[config.mk]
export PLATFORM = sky130hd
export DESIGN_NAME = fp_sequencer
export DESIGN_NICKNAME = d
export VERILOG_FILES = /design/src/rtl/fp_sequencer.sv
export SDC_FILE = /design/constraint.sdc
export NUM_CORES = 1
export LEC_CHECK = 0
export ABC_CLOCK_PERIOD_IN_PS = 3090
export BUFFER_PORTS_ARGS = -buffer_cell sky130_fd_sc_hd__clkbuf_2
export CELL_PAD_IN_SITES_DETAIL_PLACEMENT = 0
export CELL_PAD_IN_SITES_GLOBAL_PLACEMENT = 1
export CORE_ASPECT_RATIO = 1.2
export CORE_UTILIZATION = 30
export CTS_BUF_LIST = sky130_fd_sc_hd__clkbuf_4
export CTS_CLUSTER_DIAMETER = 120
export DETAILED_ROUTE_END_ITERATION = 8
export HOLD_SLACK_MARGIN = 0.02
export PLACE_DENSITY_LB_ADDON = 0.1
export SLEW_MARGIN = 10
export SYNTH_ARGS = -nofsm -noshare
export SYNTH_HDL_FRONTEND = slang
export SYNTH_SLANG_ARGS = --single-unit
[constraint.sdc]
create_clock -name clock -period 3.09 [get_ports clock]
set_clock_uncertainty 0.05 [all_clocks]
set_input_delay 0.1545 -clock clock [delete_from_list [all_inputs] [get_ports clock]]
set_output_delay 0.1545 -clock clock [all_outputs]
set_load 0.01 [all_outputs]
[src/rtl/fp_sequencer.sv]
// fp_sequencer: control FSM for the shared single-precision add/multiply
// datapath. Walks one request through exponent compare, alignment, mantissa
// compute, normalisation, rounding and an optional single renormalise pass,
// then pulses done. Only exponent fields and datapath status are observed;
// operands go straight from the requester to the datapath.
module fp_sequencer #(
  parameter int MUL_CYCLES = 27
) (
  input  logic        clock,
  input  logic        reset,
  input  logic        req,
  input  logic [1:0]  op_in,
  input  logic [7:0]  exp_a,
  input  logic [7:0]  exp_b,
  input  logic [7:0]  exp_dif,
  input  logic [26:0] ula,
  input  logic [25:0] round_fract,
  output logic [1:0]  op,
  output logic        busy,
  output logic        done,
  output logic        zero,
  output logic        start,
  output logic        mult_reset,
  output logic        sinal_mux_fp1,
  output logic        sinal_mux_fp2,
  output logic        sinal_mux_fp3,
  output logic        sinal_mux_fp4,
  output logic        sinal_mux_fp5,
  output logic [7:0]  sinal_shift_fract,
  output logic [8:0]  sinal_shift_res,
  output logic [8:0]  sinal_inc_or_dec,
  output logic        sinal_round
);

  typedef enum logic [3:0] {
    S_IDLE,
    S_EXP,
    S_ALIGN,
    S_MUL_RST,
    S_MUL_RUN,
    S_NORM,
    S_ROUND,
    S_RENORM,
    S_DONE
  } state_t;

  state_t      state;
  state_t      state_next;
  logic [7:0]  cnt;
  logic        a_big;
  logic        nz;

  logic [4:0]  lead;
  logic [4:0]  norm_n;
  logic [26:0] shifted;
  logic        norm_nz;
  logic        ula_zero;
  logic [7:0]  shift_sat;
  logic        unused_bits;

  // Leading-one position of the mantissa result (highest set bit wins).
  always_comb begin
    lead = 5'd0;
    for (int i = 0; i < 27; i++) begin
      if (ula[i]) lead = i[4:0];
    end
  end

  assign ula_zero  = (ula == 27'd0);
  assign norm_n    = 5'd26 - lead;
  assign shifted   = ula << norm_n;
  // Sticky "anything below the hidden bit" after normalisation; used to
  // recognise a rounding carry that wrapped the mantissa to zero.
  assign norm_nz   = |shifted[25:1];
  // Shifting further than the mantissa width only drains it, so cap at 27.
  assign shift_sat = (exp_dif > 8'd27) ? 8'd27 : exp_dif;

  // Guard/round/sticky bits and the shifted-out ends are not needed here.
  assign unused_bits = &{1'b0, round_fract[2:0], shifted[26], shifted[0]};

  // State register plus per-operation bookkeeping (op, a_big, zero, nz, counter).
  always_ff @(posedge clock or posedge reset) begin
    if (reset) begin
      state <= S_IDLE;
      op    <= 2'b00;
      a_big <= 1'b0;
      zero  <= 1'b0;
      nz    <= 1'b0;
      cnt   <= 8'd0;
    end else begin
      state <= state_next;
      case (state)
        S_IDLE: begin
          if (req) begin
            op    <= (op_in == 2'b00) ? 2'b00 : 2'b01;
            a_big <= (exp_a >= exp_b);
            zero  <= 1'b0;
          end
        end
        S_MUL_RST: cnt <= MUL_CYCLES[7:0];
        S_MUL_RUN: cnt <= cnt - 8'd1;
        S_NORM: begin
          nz <= norm_nz;
          if (ula_zero) zero <= 1'b1;
        end
        default: ;
      endcase
    end
  end

  // Next-state and Moore control decode (NORM shift/adjust follow ula directly).
  always_comb begin
    state_next        = state;
    busy              = 1'b1;
    done              = 1'b0;
    start             = 1'b0;
    mult_reset        = 1'b0;
    sinal_mux_fp1     = 1'b0;
    sinal_mux_fp2     = 1'b0;
    sinal_mux_fp3     = 1'b0;
    sinal_mux_fp4     = 1'b0;
    sinal_mux_fp5     = 1'b0;
    sinal_shift_fract = 8'd0;
    sinal_shift_res   = 9'd0;
    sinal_inc_or_dec  = 9'd0;
    sinal_round       = 1'b0;

    // Alignment selects stay put from ALIGN through NORM for an add.
    if ((state == S_ALIGN || state == S_NORM) && op == 2'b00) begin
      sinal_mux_fp1     = ~a_big;
      sinal_mux_fp2     = ~a_big;
      sinal_mux_fp3     = a_big;
      sinal_shift_fract = shift_sat;
    end

    case (state)
      S_IDLE: begin
        busy = 1'b0;
        if (req) state_next = (op_in == 2'b00) ? S_EXP : S_MUL_RST;
      end
      S_EXP:   state_next = S_ALIGN;
      S_ALIGN: state_next = S_NORM;
      S_MUL_RST: begin
        mult_reset = 1'b1;
        start      = 1'b1;
        state_next = S_MUL_RUN;
      end
      S_MUL_RUN: begin
        if (cnt == 8'd0) state_next = S_NORM;
      end
      S_NORM: begin
        if (ula_zero) begin
          state_next = S_DONE;
        end else begin
          sinal_round = 1'b1;
          if (norm_n != 5'd0) begin
            sinal_shift_res  = {1'b1, 3'b000, norm_n};
            sinal_inc_or_dec = {1'b1, 3'b000, norm_n};
          end
          state_next = S_ROUND;
        end
      end
      S_ROUND: begin
        if (round_fract[25:3] == 23'd0 && nz) state_next = S_RENORM;
        else state_next = S_DONE;
      end
      S_RENORM: begin
        sinal_mux_fp4    = 1'b1;
        sinal_mux_fp5    = 1'b1;
        sinal_shift_res  = 9'h001;
        sinal_inc_or_dec = 9'h001;
        sinal_round      = 1'b1;
        state_next       = S_DONE;
      end
      S_DONE: begin
        done       = 1'b1;
        state_next = S_IDLE;
      end
      default: begin
        busy       = 1'b0;
        state_next = S_IDLE;
      end
    endcase
  end

endmodule

==> results_dict.tcl <==
set metrics [dict create \
    drive_gt1_share_pct 41.35 \
    start_util_pct 30.95 \
    tritoncts "yes" \
    placed_cells 644 \
    worst_pin_slew_ns 0.6275 \
    grt_max_degree 18 \
    synth_flop_cell "dfrtp_1" \
    grt_pass1_wl_mm 14.46 \
    synth-seq-cells 16 \
    drc 0 \
    synth_area_leaders "dfrtp_1, ha_1, buf_4" \
    setup_tns_ns 0 \
    internal_power_uw 811.3 \
    first_pass_iters 4 \
    clock_power_share_pct 7.5 \
    antenna_found_initial 0 \
    vias 3247 \
    cts_made_buffers 3 \
    path_cells "clkbuf_2 > or2_4 > nor3_2 > a21oi_1 > o31a_1 > o41ai_2 > buf_4 > ha_4 > nor3b_4 > a21o_1 > a2111o_1 > o32a_1 > o41a_1 > o31a_1" \
    clockRootBuffer "clkbuf_4" \
    holdCritPathClass "in2reg" \
    synth_area_leader_cell "dfrtp_1" \
    setup_viol 0 \
    fin_crit_sh_pct 99.31 \
    cpMostUsedCell "o31a_1" \
    drtIter0Drc 65 \
    cp_max_fo 10 \
    arrival_ns 3.20 \
    hold_viol 0 \
    ant_nets 0 \
    core_area_um2 8611 \
    die_x_um 88.04 \
    n_antenna_cell 0 \
    gp_congestion 0.8821 \
    core.rowCount 37 \
    drv_cap 0 \
    routed_wl_mm 8.873 \
    finalMaxSlewViolations 0 \
    synth.most_common_cell "nor2_1" \
    netlist_area_um2 2665 \
    power.net_switching_uw 690.3 \
    ys_seq_area_share_pct 15.02 \
    cp-start-kind "input port" \
    stdcell_count 649 \
    worstSetupEndpointType "flip-flop" \
    vias_per_cell 5.003 \
    clockBufferDepth 2 \
    cpPeakStageDelay_ns 0.39 \
    slowest_stage "o41a_1" \
    die_y_um 105.3 \
    avgSynthCellArea_um2 7.282 \
    synth-async-reset-ratio_pct 100.0 \
    clkSinkCount 16 \
    post-dp-hpwl_mm 7.517 \
    critPathBufInv 2 \
    crit_type "in2reg" \
    ys_top_cells_by_count "nor2_1, nand2_1, o21ai_0" \
    synth_edf_count 0 \
    max-slew-margin-rel_pct 58.12 \
    leakage_uw 0.001870 \
    period_minus_slack_ns 3.069 \
    die_area_um2 9266 \
    htreeDepth 1 \
    grt_setup_unrepaired "yes" \
    power_frac_seq_pct 27.1 \
    gr-usage-all-layers_pct 19.34 \
    fmax_ghz 0.3259 \
    yosys_warnings 0 \
    port_buffers 107 \
    synthCells 366 \
    grt_pass1_vias 3128 \
    critical-path-top-delay-family "compound AO/OA/AOI/OAI gates" \
    required_ns 3.23 \
    avgRoutedWirePerCell_um 13.67 \
    clock_latency_ns 0.29 \
    clkTransAtPathRegs_ns 0.10 \
    grt_overflow_total 0 \
    yosys.area.top_type_share_pct 15.02 \
    run_status "complete, no violations" \
    irDropWorstVdd_mv 0.1587 \
    synth_cell_type_count 72 \
    io_pins 121 \
    power.density_nw_per_um2 388.5 \
    swShare_pct 45.97 \
    comb_power_share_pct 65.4 \
    finalNetCount 627 \
    area_growth_pct 45.02 \
]
placed cells by master, fill, tap and decap left out, types with 7 or more instances in the layout:
master and n:
o21a_1 7, a21oi_1 21, buf_4 79, conb_1 10, ha_1 10, nor3_1 19
dfrtp_1 16, clkbuf_2 105, o21ai_0 22, inv_1 21, nand3_1 12, nand2b_1 11
nand2_1 30, nor4_1 12, nor2_1 31
layer usage:
| metal | global-route usage [%] | vias up | wire, µm |
|---|---|---|---|
| li1 | - | 1677 | - |
| met1 | 23.25 | 1493 | 3792 |
| met2 | 36.88 | 69 | 4694 |
| met3 | 0.9397 | 8 | 263 |
| met4 | 4.263 | 0 | 122 |
| met5 | 0 | - | 0 |
repair_timing:
| action | in CTS | in global routing |
|---|---|---|
| setup buffers | 0 | 0 |
| pin swaps | 0 | 3 |
| hold buffers | 1 | 0 |
| hold endpoints to repair | 16 | 0 |
| cloned | 0 | 0 |
| endpoints found under the setup margin | 3 | 5 |
| gates resized for setup | 3 | 13 |
area by class of cell:
| type | instances | area (µm²) |
|---|---|---|
| timing repair buffer | 187 | 1154 |
| multi-input combinational | 303 | 2053 |
| clock buffer | 3 | 22.52 |
| tap | 117 | 146.4 |
| inverter | 22 | 85.08 |
| sequential | 16 | 400.4 |
| clock inverter | 1 | 3.754 |
| fill | 953 | 4746 |
metrics by stage:
step	worst slack (ns)	hold slack, ns	cell area [µm²]	power, µW	util [%]
3_5_place_dp	-0.3686	0.1935	3767	1378	43.75
4_1_cts	-0.01296	0.1169	3814	1501	44.29
3_3_place_gp	-0.3466	0.1976	3767	1369	43.75
2_1_floorplan	-0.4269	0.01824	2738	1022	-
6_report	0.02145	0.1241	3865	1502	44.89
5_1_grt	-0.1127	0.1304	3865	1658	44.89
flip-flops by register name (all words and copies together), names as in the netlist:
register  flops
op            1
nz            1
cnt           8
state         4
zero          1
a_big         1
power by group through the flow:
stage                     clock network, µW  logic (µW)  registers, µW
final                                   113         981            408
after global routing                    122        1110            429
after CTS                               117         977            407
after detailed placement                  0         969            409
after global placement                    0         962            408
after floorplan                           0         664            358
worst min-delay path, stage by stage:
cell and delay (ns):
clkbuf_2 0.09, nor2_1 0.08, o21ai_0 0.08
final timing paths:
path	slack, ns	cells past startpoint	startpoint	endpoint
min in group asynchronous	0.41	3	reset	cnt[4]
worst max register to register	0.74	8	state[3]	nz
max in group asynchronous	2.16	3	reset	state[3]
worst min-delay path	0.12	3	op_in[0]	op[0]
worst min register to register	0.44	1	cnt[0]	cnt[0]
worst max-delay path	0.02	14	ula[9]	nz
logic make-up (layout without fill, tap and decap cells):
family | Yosys count | count (layout) | share of synthesized area [%]
flip-flops | 16 | 16 | 15.02
multiplexers | 7 | 7 | 3.662
AND/OR/NAND/NOR | 159 | 159 | 30.89
XOR/XNOR | 3 | 3 | 1.690
other | 1 | 10 | 0.1407
adder cells (fa/ha/maj) | 12 | 12 | 5.634
AO/OA/AOI/OAI | 112 | 112 | 30.09
buffers and inverters | 56 | 213 | 12.86
(Power assumes the default switching activity.)
